===== src/rtl/cv32e40p_fetch_sequencer.sv =====
// cv32e40p_fetch_sequencer
// Issues word-aligned instruction fetch requests on an OBI-style address
// phase, limits outstanding transactions so the prefetch FIFO cannot
// overflow, routes read responses into the FIFO as push strobes, and on a
// branch flushes the FIFO and drops every response still owed to the bus.
module cv32e40p_fetch_sequencer #(
    parameter int DEPTH = 4,
    parameter int CNT_W = (DEPTH > 1 ? $clog2(DEPTH) : 1) + 1
) (
    input  logic             clk_i,
    input  logic             rst_ni,
    input  logic             req_i,
    input  logic             branch_i,
    input  logic [31:0]      branch_addr_i,
    output logic             trans_valid_o,
    input  logic             trans_ready_i,
    output logic [31:0]      trans_addr_o,
    input  logic             resp_valid_i,
    input  logic [CNT_W-1:0] fifo_cnt_i,
    output logic             fifo_push_o,
    output logic             fifo_flush_o,
    output logic             busy_o
);

    typedef enum logic [1:0] {
        IDLE        = 2'd0,
        RUN         = 2'd1,
        BRANCH_WAIT = 2'd2
    } state_t;

    state_t           r_state;
    state_t           w_state_nxt;
    logic [31:0]      r_addr;
    logic [31:0]      w_addr_nxt;
    logic [31:0]      r_branch_addr;
    logic [31:0]      w_branch_addr_nxt;
    logic [CNT_W-1:0] r_outst;
    logic [CNT_W-1:0] w_outst_nxt;
    logic [CNT_W-1:0] r_discard;
    logic [CNT_W-1:0] w_discard_nxt;
    logic             r_pend;
    logic             w_pend_nxt;

    logic [CNT_W:0]   w_occ;
    logic             w_room;
    logic             w_valid;
    logic             w_accept;
    logic             w_resp_drop;
    logic [31:0]      w_target;

    // Room check, request valid, acceptance and response classification
    always_comb begin
        w_occ       = {1'b0, r_outst} + {1'b0, fifo_cnt_i};
        w_room      = (w_occ < (CNT_W+1)'(DEPTH));
        w_valid     = r_pend | ((r_state == RUN) & req_i & w_room);
        w_accept    = w_valid & trans_ready_i;
        w_resp_drop = resp_valid_i & (r_discard != '0);
        w_target    = branch_addr_i & ~32'h0000_0003;
    end

    // Next-state and next-register computation
    always_comb begin
        w_state_nxt       = r_state;
        w_addr_nxt        = r_addr;
        w_branch_addr_nxt = r_branch_addr;
        w_pend_nxt        = w_valid & ~trans_ready_i;
        w_outst_nxt       = r_outst + CNT_W'(w_accept) - CNT_W'(resp_valid_i);
        w_discard_nxt     = r_discard - CNT_W'(w_resp_drop);

        case (r_state)
            IDLE: begin
                w_state_nxt = IDLE;
            end
            RUN: begin
                if (w_accept) begin
                    w_addr_nxt = r_addr + 32'd4;
                end
            end
            BRANCH_WAIT: begin
                // The held stale request finally goes out: its response is
                // owed too, so it joins the discard count.
                if (w_accept) begin
                    w_addr_nxt    = r_branch_addr;
                    w_discard_nxt = r_discard + CNT_W'(1) - CNT_W'(w_resp_drop);
                    w_state_nxt   = RUN;
                end
            end
            default: begin
                w_state_nxt = IDLE;
            end
        endcase

        // A branch overrides the per-state updates: everything owed after
        // this cycle is discarded, and the target waits behind any request
        // that must stay on the bus unchanged until accepted.
        if (branch_i) begin
            w_discard_nxt = r_outst - CNT_W'(resp_valid_i) + CNT_W'(w_accept);
            if (w_pend_nxt) begin
                w_branch_addr_nxt = w_target;
                w_state_nxt       = BRANCH_WAIT;
            end else begin
                w_addr_nxt  = w_target;
                w_state_nxt = RUN;
            end
        end
    end

    // State and datapath registers with asynchronous active-low reset
    always_ff @(posedge clk_i or negedge rst_ni) begin
        if (!rst_ni) begin
            r_state       <= IDLE;
            r_addr        <= '0;
            r_branch_addr <= '0;
            r_outst       <= '0;
            r_discard     <= '0;
            r_pend        <= 1'b0;
        end else begin
            r_state       <= w_state_nxt;
            r_addr        <= w_addr_nxt;
            r_branch_addr <= w_branch_addr_nxt;
            r_outst       <= w_outst_nxt;
            r_discard     <= w_discard_nxt;
            r_pend        <= w_pend_nxt;
        end
    end

    assign trans_valid_o = w_valid;
    assign trans_addr_o  = r_addr;
    assign fifo_push_o   = rst_ni & resp_valid_i & (r_discard == '0) & ~branch_i;
    assign fifo_flush_o  = branch_i;
    assign busy_o        = (r_outst != '0) | r_pend;

    a_outst_max: assert property (@(posedge clk_i) disable iff (!rst_ni)
        r_outst <= CNT_W'(DEPTH));
    a_discard_le_outst: assert property (@(posedge clk_i) disable iff (!rst_ni)
        r_discard <= r_outst);
    a_no_stray_resp: assert property (@(posedge clk_i) disable iff (!rst_ni)
        resp_valid_i |-> (r_outst != '0));
    a_req_stable: assert property (@(posedge clk_i) disable iff (!rst_ni)
        (trans_valid_o && !trans_ready_i) |=> (trans_valid_o && $stable(trans_addr_o)));

endmodule

===== config.mk =====
export PLATFORM = sky130hd
export DESIGN_NAME = cv32e40p_fetch_sequencer
export DESIGN_NICKNAME = d
export VERILOG_FILES = /design/src/rtl/cv32e40p_fetch_sequencer.sv
export SDC_FILE = /design/constraint.sdc
export NUM_CORES = 1
export LEC_CHECK = 0
export BUFFER_PORTS_ARGS = -buffer_cell sky130_fd_sc_hd__buf_2
export CORE_MARGIN = 3
export CORE_UTILIZATION = 30
export DETAILED_ROUTE_END_ITERATION = 16
export PLACE_DENSITY_LB_ADDON = 0.3
export SYNTH_ARGS = -nofsm -noshare
export SYNTH_HDL_FRONTEND = slang
export SYNTH_SLANG_ARGS = --single-unit
export TNS_END_PERCENT = 20

===== constraint.sdc =====
create_clock -name clk_i -period 2.8 [get_ports clk_i]
set_clock_uncertainty 0.05 [all_clocks]
set_input_delay 0.42 -clock clk_i [delete_from_list [all_inputs] [get_ports clk_i]]
set_output_delay 0.42 -clock clk_i [all_outputs]
set_load 0.005 [all_outputs]

Word level (Yosys, flattened, before mapping)
Cells that the tools add are included.
{ "word_totals": {"reg_bits": 71, "input_bits": 41, "output_inout_bits": 36, "wordCells": 49} }
{ "op_classes": {"add_sub_neg": 9, "n_lt_le_gt_ge": 1, "n_eq_ne": 4, "mux": 12, "n_bitwise": 12, "n_reduce_logical": 5} }
{ "ops": {"columns": ["cell", "n"], "rows": [
  ["32-bit two-way mux", 4],
  ["32-bit one-hot mux with 2 select lines", 1],
  ["32-bit by 3-bit adder with 32-bit output, second input constant", 1],
  ["3-bit by 1-bit subtractor with 3-bit output", 4],
  ["3-bit two-way mux", 3],
  ["1-bit bitwise AND", 8],
  ["3-bit by 1-bit adder with 3-bit output", 2],
  ["2-bit two-way mux", 3],
  ["3-bit nonzero test", 2],
  ["3-bit by 3-bit adder with 4-bit output", 1],
  ["4-bit by 3-bit less-than comparator with 1-bit output, second input constant", 1],
  ["2-bit one-hot mux with 2 select lines", 1],
  ["2-bit AND reduction", 2],
  ["3-bit by 1-bit adder with 3-bit output, second input constant", 1],
  ["3-bit zero test", 1],
  ["3-bit != test, second input constant", 1],
  ["2-bit by 1-bit equality test with 1-bit output, second input constant", 1],
  ["2-bit equality test, second input constant", 1],
  ["2-bit != test, second input constant", 1],
  ["1-bit inverter", 2],
  ["1-bit OR", 2]
]} }

Depth between registers and ports, before layout
Gate-level depths: netlist of run 1.
{ "depth": {"depth_word": 9, "depth_mapped": 14, "mapped_depth_nobuf": 13} }

Worst setup path after synthesis of run 1
OpenSTA, ideal clock, no wires.
{ "synth_timing": {"kind": "register -> register", "startpoint": "reg r_state[0]", "endpoint": "reg r_discard[2]", "arrival_ns": 2.355, "setup_slack_ns": 0.259, "stages_incl_launch_ff": 14, "path_buffers": 1, "synth_period_minus_slack_ns": 2.541, "path_cell_list": "dfrtp_1 ha_1 buf_4 nor3b_4 a31oi_4 clkinv_4 nand2_4 xnor2_1 ha_1 inv_1 fa_1 xnor2_1 nand2_1 o21ai_0"} }
{ "synth_via": {"elab_chain_len": 8, "elab_cells_between_ends": 10, "classes_between": "add/sub: 1; eq/ne: 2; mux: 3; bitwise: 4"} }
{ "synth_rtl": {"columns": ["item", "line", "text"], "rows": [
  ["from (decl)", "31", "state_t r_state;"],
  ["from (signal assigned)", "118", "r_state <= w_state_nxt;"],
  ["2-bit by 1-bit equality test with 1-bit output (*)", "55", "w_valid = r_pend | ((r_state == RUN) & req_i & w_room);"],
  ["1-bit bitwise AND (*) (2 in series)", "55", null],
  ["1-bit OR (*)", "55", null],
  ["net trans_valid_o", "15", "output logic trans_valid_o,"],
  ["1-bit bitwise AND (*)", "56", "w_accept = w_valid & trans_ready_i;"],
  ["parallel branches: the longest is 2 deep, another holds 3-bit by 1-bit adder with 3-bit output", null, null],
  ["3-bit two-way mux (*)", "96", "if (branch_i) begin"],
  ["net w_discard_nxt[2]", "40", "logic [CNT_W-1:0] w_discard_nxt;"],
  ["to (signal assigned)", "122", "r_discard <= w_discard_nxt;"],
  ["to (decl)", "39", "logic [CNT_W-1:0] r_discard;"]
]} }
Mark *: on every way through the listed nets, which the timed path passes.
A chain may end at the register's enable or synchronous reset.

Final worst setup path of run 1
{ "layout_timing": {"startpoint": "reg r_outst[2]", "endpoint": "reg r_addr[18] (netlist: trans_addr_o[18])"} }
{ "layout_via": {"elab_chain_len": 9, "elab_cells_between_ends": 11, "classes_between": "add/sub: 1; order compare: 1; mux: 5; bitwise: 4"} }
{ "layout_rtl": {"columns": ["item", "line", "text"], "rows": [
  ["from (decl)", "37", "logic [CNT_W-1:0] r_outst;"],
  ["from (signal assigned)", "121", "r_outst <= w_outst_nxt;"],
  ["3-bit by 3-bit adder with 4-bit output (*)", "53", "w_occ = {1'b0, r_outst} + {1'b0, fifo_cnt_i};"],
  ["4-bit by 3-bit less-than comparator with 1-bit output (*)", "54", "w_room = (w_occ < (CNT_W+1)'(DEPTH));"],
  ["1-bit bitwise AND (*)", "55", null],
  ["1-bit OR (*)", "55", null],
  ["1-bit bitwise AND", "56", null],
  ["32-bit two-way mux, on equally long branches", "82, 75", null],
  ["32-bit one-hot mux with 2 select lines", "70", "case (r_state)"],
  ["32-bit two-way mux", "98", "if (w_pend_nxt) begin"],
  ["32-bit two-way mux (*)", "96", null],
  ["net w_addr_nxt[18]", "34", "logic [31:0] w_addr_nxt;"],
  ["to (signal assigned)", "119", "r_addr <= w_addr_nxt;"],
  ["to (decl)", "33", "logic [31:0] r_addr;"]
]} }
The timed path passes the listed nets; every way through them passes the cells marked *.

==> results of run 1 <==
-- sequential cells by signal (all words and copies together) (netlist names) --
name,flops
r_state,2
r_outst,3
r_discard,3
trans_addr_o,32
r_pend,1
r_branch_addr,30
-- placed cells by master (no fill, tap or decap), types with 8 or more instances in the layout --
cell type   n
dfrtp_1    71
nor3_1     11
clkbuf_16   9
o21ai_0    28
ha_1       10
inv_1      12
xor2_1     14
buf_2      74
mux2_2     37
a21oi_1    29
nand2_1    47
nand4_1     8
buf_4      27
nor2_1     21
a221oi_1   16
nor4_1      9
nand3_1    11
-- final cells by class --
type                            count  share of cell area (%)
Clock buffer                       11                   4.759
Clock inverter                      4                  0.8481
Inverter                           13                   1.013
Multi-Input combinational cell    330                   44.52
Sequential cell                    71                   33.45
Tap cell                          180                   4.240
Timing Repair Buffer              102                   11.17
-- worst max-delay path, cell delays in order (launching register included) --
cell and delay [ns]:
dfrtp_1 0.40, ha_1 0.33, nor3b_4 0.25, a31oi_4 0.14, buf_4 0.17, buf_4 0.18, nor2_2 0.08, buf_4 0.18
mux2_2 0.34, a221oi_1 0.33, a21oi_1 0.09
-- kinds of logic (layout without fill, tap and decap cells) --
family,after synthesis,after routing,synth area share (%)
fa+ha+maj,11,11,3.350
mux,39,39,10.08
flops,71,71,41.00
buf+inv,40,130,4.880
xor+xnor,22,22,4.447
compound gates,115,115,18.48
simple gates,143,143,17.76
-- per-stage QoR --
step           power, mW  instance area, um^2
3_5_place_dp       3.509                 4999
4_1_cts            4.698                 5296
5_1_grt            5.042                 5311
3_3_place_gp       3.446                 4999
2_1_floorplan      2.872                 4333
6_report           4.688                 5311
-- power by group --
part | leakage, nW | switching, mW | internal, mW
sequential | 0.860 | 0.403 | 1.42
combinational | 1.33 | 0.861 | 0.825
clock | 0.151 | 0.446 | 0.728
total | 2.34 | 1.71 | 2.98
-- routing by layer --
metal / up-vias / wire length, um
met3: 5 / 773
met4: 0 / 60
met5: - / 0
li1: 1814 / -
met2: 128 / 6535
met1: 1986 / 5909
-- worst paths after layout --
| path | startpoint | to | slack, ns | cells after the start |
|---|---|---|---|---|
| setup / recovery | r_outst[2] | trans_addr_o[18] | 0.13 | 10 |
| hold / removal | branch_addr_i[23] | trans_addr_o[23] | 0.25 | 3 |
| setup reg to reg | r_outst[2] | trans_addr_o[18] | 0.13 | 10 |
| hold reg to reg | trans_addr_o[1] | trans_addr_o[1] | 0.45 | 1 |
| max in group asynchronous | rst_ni | trans_addr_o[18] | 1.79 | 2 |
| min in group asynchronous | rst_ni | r_branch_addr[27] | 0.30 | 2 |
-- repair_timing --
action / CTS / global route
setup buffers: 0 / 1
hold endpoints to repair: 0 / 0
setup endpoints to repair: 0 / 1
gates resized for setup: 0 / 1
==> impl_summary.txt, run 1 <==
----------------------------------------------------
[Run status]
  Result of the run ... complete, no violations

[Setup path]
  Crit path capture type ... flop
  Maximum net fanout on the critical path ... 13
  Required arrival time at the worst endpoint ... 2.97 ns
  Kind of launch point of the worst setup path ... flop
  Arrival time worst endpoint ... 2.84 ns
  WS Path Type ... flop to flop

[STA]
  Final setup violation count ... 0
  Post-route setup TNS ... 0 ns
  Final hold vios ... 0
  Final min period ... 2.673 ns
  RSZ-0062 raised after global routing ... true
  Remaining max-slew budget at the tightest pin ... 36.81%
  Slew @ Worst Pin ... 0.9479 ns
  Final number of max-transition violations ... 0
  Worst hold slack ... 0.2460 ns
  Maximum operating frequency ... 0.3741 GHz
  Final setup margin ... 0.1267 ns
  Period utilisation layout ... 95.48%

[Yosys]
  Largest area contributor in the synthesized netlist ... dfrtp_1
  Register bit count reported by yosys ... 71
  Mapped cell area ... 4333 um^2
  Number of library cell types mapped by synthesis ... 67
  Count of yosys warnings during synthesis ... 0
  Commonest cells in the synthesized netlist ... 71 x dfrtp_1, 47 x nand2_1, 37 x mux2_2
  EDFF count, synth ... 0
  Share of synthesized flip-flops with an asynchronous set or reset ... 100.0%
  Top-area cell type share of the netlist area ... 41.00%
  Cell count after synthesis ... 441
  Primary flip-flop cell chosen by synthesis mapping ... dfrtp_1
  Syn Nets ... 493
  Main area contributors after synthesis ... dfrtp_1 41%, mux2_2 9.6%, nand2_1 4.1%
  Seq/Total Area, Yosys ... 41.00%
  Post-synthesis area per instance ... 9.825 um^2
  Top-count cell post-synth ... dfrtp_1

[GRT]
  Global-route wire length before repair ... 21500 um
  All-Layer GR Usage ... 17.12%
  Global-route track usage on met1 ... 22.75%
  Met2 track demand over resource in global routing ... 28.39%
  Fraction of met3 tracks used by global routing ... 4.283%
  Number of global-route vias before repair ... 3986
  Maximum number of pins on one net before global-route repair ... 72
  Total global routing overflow ... 0
  GR peak layer ... met2
  Number of antenna violations at the first check in global routing ... 0

[Finish]
  Layout area overhead ... 22.58%
  Final Non-Filler Cells ... 711
  Share of cells above drive strength 1 ... 34.27%
  Area of all sequential standard cells ... 1777 um^2
  Total inserted antenna cells ... 0
  Number of fillers in the final layout ... 1423
  Number of nets in the finished design ... 579
  Multi-input gate area in the final layout ... 2365 um^2
  Utilization after layout ... 37.97%

[Die]
  Horiz. Die Dim ... 126.2 um
  Height of the die ... 126.2 um
  Area of the die ... 15920 um^2
  Effective utilization at floorplan ... 30.97%
  Num ports ... 77
  Core ar. ... 13990 um^2
  Standard-cell rows ... 43

[Placement]
  Detailed Place HPWL ... 9493 um
  Worst Setup Slack post-DPL ... 0.05488 ns
  Instance count after placement with tap cells included ... 695
  # port buffers ... 74
  Global placement routability congestion ... 0.8510

[CTS]
  Root Buffer ... clkbuf_16
  Max Buffers Root-to-Sink ... 2
  Clock Sinks ... 71
  Clk Latency, worst-skew pair ... 0.35 ns
  Clock tree from TritonCTS ... yes
  CTS hold repair buffers ... 0
  Clock buffers created by TritonCTS ... 9
  Clock transition time at the flip-flop clock pins of the worst setup and hold paths ... 0.06 ns
  Number of levels the H-tree was split into ... 3

[Detailed routing]
  Average vias per placed instance ... 5.532
  Total wire length ... 13280 um
  Overall via count from detail_route ... 3933
  DR WL/cell ... 18.68 um
  Number of iterations in the first detailed-routing pass ... 4
  Violation count after the first detailed-route iteration ... 266
  Post-detailed-route count of antenna-violating nets ... 0
  Post-detailed-route DRC marker count ... 0

[Pwr]
  Max rail drop VDD ... 0.0003899 V
  Power density cells ... 882.6 nW/um^2
  Leakage ... 2.339 nW

[Min path]
  Worst min-delay path class ... input port to flop

[Job]
  Max-cap violations ... 0

----------------------------------------------------
Note: power is estimated with default switching activity, not from simulation.
==> run 2, diff against run 1 <==
Settings changed: MAX_ROUTING_LAYER from default to met4.
==> run 2 against run 1 <==
Compared with the run above: critical path depth is the same; first-iteration DRC count decreased by 6.0%; sequential share of layout area unchanged; hold slack better by 0.0051 ns; largest cell class unchanged; largest power group unchanged.
==> impl_summary.txt, run 2 (same netlist as run 1, synthesis figures left out) <==
----------------------------------------------------
[STA]
  Remaining max-slew budget at the tightest pin ... 36.24%
  Slew @ Worst Pin ... 0.9565 ns
  Post-route setup TNS ... 0 ns
  Final setup violation count ... 0
  Final number of max-transition violations ... 0
  Maximum operating frequency ... 0.3753 GHz
  Final hold vios ... 0
  Final setup margin ... 0.1354 ns
  Period utilisation layout ... 95.17%
  RSZ-0062 raised after global routing ... true
  Final min period ... 2.665 ns

[Placement]
  Detailed Place HPWL ... 9493 um
  Worst Setup Slack post-DPL ... 0.05488 ns
  # port buffers ... 74
  Global placement routability congestion ... 0.8645
  Placement-stage cell area ... 4999 um^2

[GRT]
  Number of antenna violations at the first check in global routing ... 0
  Global-route wire length before repair ... 21530 um
  Maximum number of pins on one net before global-route repair ... 72
  All-Layer GR Usage ... 17.66%
  Total global routing overflow ... 0
  Number of global-route vias before repair ... 3983

[Job]
  Max-cap violations ... 0

[CTS]
  Max Buffers Root-to-Sink ... 2
  Clock buffers created by TritonCTS ... 9
  Clock tree from TritonCTS ... yes
  Number of levels the H-tree was split into ... 3
  CTS hold repair buffers ... 0
  Clk Latency, worst-skew pair ... 0.34 ns
  Clock transition time at the flip-flop clock pins of the worst setup and hold paths ... 0.06 ns
  Clock Sinks ... 71
  Root Buffer ... clkbuf_16

[Finish]
  Largest register FFs ... 32
  Share of cells above drive strength 1 ... 34.27%
  Most common cell after layout, fill and taps aside ... buf_2
  Area of all placed cells without fillers ... 5311 um^2
  Layout area overhead ... 22.58%
  Highest-count cells in the layout ignoring fill and taps ... 74 x buf_2, 71 x dfrtp_1, 47 x nand2_1, 37 x mux2_2, 29 x a21oi_1
  Utilization after layout ... 37.97%
  Total inserted antenna cells ... 0
  Number of nets in the finished design ... 579

[Setup path]
  Critical path origin ... r_outst[2]
  Worst R2R Path Depth ... 10
  Crit path to ... trans_addr_o[18]
  WS Path Type ... flop to flop
  Kind of launch point of the worst setup path ... flop
  Arrival time worst endpoint ... 2.83 ns
  Startpoint of the worst-slack reg-to-reg timing path ... r_outst[2]
  Required arrival time at the worst endpoint ... 2.96 ns
  End of the worst register-to-register path ... trans_addr_o[18]
  Crit path capture type ... flop
  Setup slack, reg-to-reg ... 0.14 ns
  Maximum net fanout on the critical path ... 13

[Detailed routing]
  Number of iterations in the first detailed-routing pass ... 4
  Average vias per placed instance ... 5.474
  Post-detailed-route count of antenna-violating nets ... 0
  DR WL/cell ... 18.65 um
  Total wire length ... 13260 um
  Violation count after the first detailed-route iteration ... 250
  Post-detailed-route DRC marker count ... 0
  Overall via count from detail_route ... 3892

[Min path]
  Worst min-delay path class ... input port to flop
  Number of instances on the worst hold path ... 3

[Run status]
  Result of the run ... complete, no violations

[Pwr]
  Max rail drop VDD ... 0.0003718 V
  Power density cells ... 880.9 nW/um^2
  Leakage ... 2.339 nW
  Power consumption ... 4.679 mW

[Die]
  Core ar. ... 13990 um^2
  Height of the die ... 126.2 um
  Standard-cell rows ... 43
  Num ports ... 77
  Area of the die ... 15920 um^2
  Horiz. Die Dim ... 126.2 um
  Effective utilization at floorplan ... 30.97%

----------------------------------------------------
==> run 2: how the worst min path moves through the flow <==
stage / startpoint / endpoint / slack [ns]
floorplan: rst_ni / r_branch_addr[10] / 0.07
global placement: r_branch_addr[22] / r_branch_addr[22] / 0.44
detailed placement: r_branch_addr[22] / r_branch_addr[22] / 0.44
CTS: branch_addr_i[6] / trans_addr_o[6] / 0.24
global route: branch_addr_i[29] / trans_addr_o[29] / 0.25
finish: branch_addr_i[29] / trans_addr_o[29] / 0.25
==> run 2: timing repair <==
action / 4_1_cts / 5_1_grt
endpoints found under the hold margin: 0 / 0
endpoints found under the setup margin: 0 / 1
buffers inserted: 0 / 1
resized for setup: 0 / 1
==> run 2: layout make-up <==
type,instances,area (um^2)
clock buffer,11,252.7
timing repair buffer,102,593.1
multi-input combinational,330,2365
tap,180,225.2
sequential,71,1777
fill,1423,8677
clock inverter,4,45.04
inverter,13,53.80
==> run 2: critical path: stages (launching register included) <==
cell and delay (ns):
dfrtp_1 0.40, ha_1 0.33, nor3b_4 0.25, a31oi_4 0.14
buf_4 0.17, buf_4 0.18, nor2_2 0.09, buf_4 0.17
mux2_2 0.34, a221oi_1 0.33, a21oi_1 0.08
==> run 2: metal layers <==
layer,routed length (um),track usage (%)
met3,663,4.156
met5,0,-
met4,62,3.596
met2,6530,28.45
met1,6002,22.88
==> run 2: report_power, final <==
| part | switching (mW) | internal (mW) | leakage, nW |
|---|---|---|---|
| clock network | 0.440 | 0.728 | 0.151 |
| logic | 0.859 | 0.826 | 1.33 |
| registers | 0.402 | 1.42 | 0.860 |
| total | 1.70 | 2.98 | 2.34 |
==> run 2: stage by stage <==
stage / hold slack (ns) / std cells
global placement: 0.4398 / 695
CTS: 0.2370 / 710
finish: 0.2511 / 711
detailed placement: 0.4445 / 695
floorplan: 0.07441 / 441
global route: 0.2470 / 711
==> run 3, diff against run 2 <==
Settings changed: CELL_PAD_IN_SITES_DETAIL_PLACEMENT from default to 1, CELL_PAD_IN_SITES_GLOBAL_PLACEMENT from default to 2.
==> run 3 against run 2 <==
Compared with the run above: first-iteration DRC count fell by 24%; global-route usage is 2.2 points higher; sequential share of layout area shrank 0.79 points; cell count is 1.5% higher; non-clock buffer count up 10; largest cell class unchanged; highest routed layer unchanged.
==> impl_summary.txt, run 3 (same netlist as run 1, synthesis figures left out) <==
----------------------------------------------------
[CTS]
  Clock buffers created by TritonCTS ... 9
  Clk Latency, worst-skew pair ... 0.35 ns
  Root Buffer ... clkbuf_16
  Number of levels the H-tree was split into ... 3
  Max Buffers Root-to-Sink ... 2
  Clock Sinks ... 71
  Clock transition time at the flip-flop clock pins of the worst setup and hold paths ... 0.06 ns
  Clock tree from TritonCTS ... yes

[Setup path]
  WS Path Type ... flop to flop
  Worst path buffer plus inverter count ... 2
  Worst R2R Path Depth ... 9
  Critical path origin ... r_outst[1]
  Crit path to ... trans_addr_o[11]
  Cells along the critical path ... ha_1 -> nor3b_4 -> a31oi_4 -> buf_4 -> buf_12 -> or4_2 -> xnor2_1 -> a21oi_1 -> o21ai_0
  Worst path max stage delay ... 0.69 ns
  Maximum net fanout on the critical path ... 15
  Crit path capture type ... flop
  Startpoint of the worst-slack reg-to-reg timing path ... r_outst[1]
  Arrival time worst endpoint ... 2.84 ns
  Setup slack, reg-to-reg ... 0.14 ns
  Kind of launch point of the worst setup path ... flop
  End of the worst register-to-register path ... trans_addr_o[11]
  Cell type group with the largest total delay on the critical path ... simple AND/OR/NAND/NOR gates
  Total number of cells along the worst setup path ... 9
  Worst path slowest cell ... or4_2
  Required arrival time at the worst endpoint ... 2.97 ns

[STA]
  Post-route setup TNS ... 0 ns
  Period utilisation layout ... 95.04%
  Final setup margin ... 0.1389 ns
  RSZ-0062 raised after global routing ... false
  Final setup violation count ... 0
  Final min period ... 2.661 ns
  Worst hold slack ... 0.2426 ns
  Maximum operating frequency ... 0.3758 GHz
  Remaining max-slew budget at the tightest pin ... 58.50%
  Slew @ Worst Pin ... 0.6203 ns
  Final number of max-transition violations ... 0
  Final hold vios ... 0

[Detailed routing]
  Average vias per placed instance ... 5.366
  DR WL/cell ... 20.36 um
  Overall via count from detail_route ... 3874
  Post-detailed-route count of antenna-violating nets ... 0
  Post-detailed-route DRC marker count ... 0
  Total wire length ... 14700 um
  Number of iterations in the first detailed-routing pass ... 4
  Violation count after the first detailed-route iteration ... 190

[Finish]
  Multi-input gate area in the final layout ... 2379 um^2
  Area of all sequential standard cells ... 1778 um^2
  Highest-count cells in the layout ignoring fill and taps ... 73 x buf_2, 70 x dfrtp_1, 47 x nand2_1, 37 x mux2_2, 35 x buf_4
  Total inserted antenna cells ... 0
  Final Non-Filler Cells ... 722
  Largest register FFs ... 32
  Number of nets in the finished design ... 589
  Area of all placed cells without fillers ... 5444 um^2
  Share of cells above drive strength 1 ... 35.61%
  Layout area overhead ... 25.64%
  Most common cell after layout, fill and taps aside ... buf_2
  Number of fillers in the final layout ... 1630

[Job]
  Max-cap violations ... 0

[Placement]
  Global placement routability congestion ... 0.8410
  Worst Setup Slack post-DPL ... 0.05037 ns
  Placement-stage cell area ... 5094 um^2
  # port buffers ... 74
  Detailed Place HPWL ... 10690 um
  Instance count after placement with tap cells included ... 704

[GRT]
  All-Layer GR Usage ... 19.81%
  Number of global-route vias before repair ... 4362
  Number of antenna violations at the first check in global routing ... 0
  Maximum number of pins on one net before global-route repair ... 34
  Global-route wire length before repair ... 23960 um
  Total global routing overflow ... 0

[Die]
  Num ports ... 77
  Standard-cell rows ... 43
  Horiz. Die Dim ... 126.2 um
  Height of the die ... 126.2 um
  Area of the die ... 15920 um^2
  Effective utilization at floorplan ... 30.97%
  Core ar. ... 13990 um^2

[Pwr]
  Power density cells ... 889.9 nW/um^2
  Int Pwr ... 3.064 mW
  Net switching fraction of the power ... 36.75%
  Comb power frac ... 36.8%
  Sequential share of power ... 37.9%
  NetSw ... 1.780 mW
  Leakage ... 2.401 nW
  Max rail drop VDD ... 0.0003800 V
  Clock group share of total power ... 25.2%

[Min path]
  Worst min-delay path class ... input port to flop
  Launch point of the worst hold path ... branch_addr_i[6]

[Run status]
  Result of the run ... complete, no violations

----------------------------------------------------
==> run 3: worst min-delay path, stage by stage <==
cell and delay (ns):
buf_2 0.09, nand2_1 0.04, o21ai_0 0.06
==> run 3: layout make-up <==
class	count	area share [%]
clock buffer	13	4.964
clock inverter	3	0.7355
inverter	13	0.9883
multi-input combinational	330	43.69
sequential	71	32.66
tap	180	4.137
timing repair buffer	112	12.82
==> run 3: per-stage QoR <==
stage	power, mW	util, %
floorplan	2.872	-
global placement	3.534	36.41
detailed placement	3.620	36.41
CTS	4.864	38.70
global route	5.211	38.92
finish	4.844	38.92
==> run 3: how the worst min path moves through the flow <==
stage          depth (start not counted)                end  slack [ns]
6_report                               3    trans_addr_o[6]        0.24
5_1_grt                                3    trans_addr_o[6]        0.24
3_5_place_dp                           1   r_branch_addr[9]        0.30
3_3_place_gp                           1  r_branch_addr[11]        0.30
4_1_cts                                3    trans_addr_o[6]        0.23
2_1_floorplan                          0  r_branch_addr[10]        0.07
==> run 3: repair_timing <==
item	in CTS	in global routing
hold buffers	1	0
gates resized for setup	0	4
buffers inserted	0	1
endpoints found under the hold margin	20	0
endpoints found under the setup margin	0	1
==> run 3: metal layers <==
layer	track usage [%]	share of wire [%]	vias to the layer above
met3	4.283	3.4	19
met5	-	0	-
met2	32.18	49	71
met1	24.61	45	1947
li1	-	-	1837
met4	6.562	2.0	0
==> run 3: power groups by stage <==
stage | Sequential (mW) | Clock, mW | Combinational, mW
floorplan | 1.73 | 0 | 1.14
global placement | 1.83 | 0 | 1.70
detailed placement | 1.85 | 0 | 1.77
CTS | 1.83 | 1.25 | 1.78
global route | 1.91 | 1.31 | 2.00
finish | 1.84 | 1.22 | 1.78
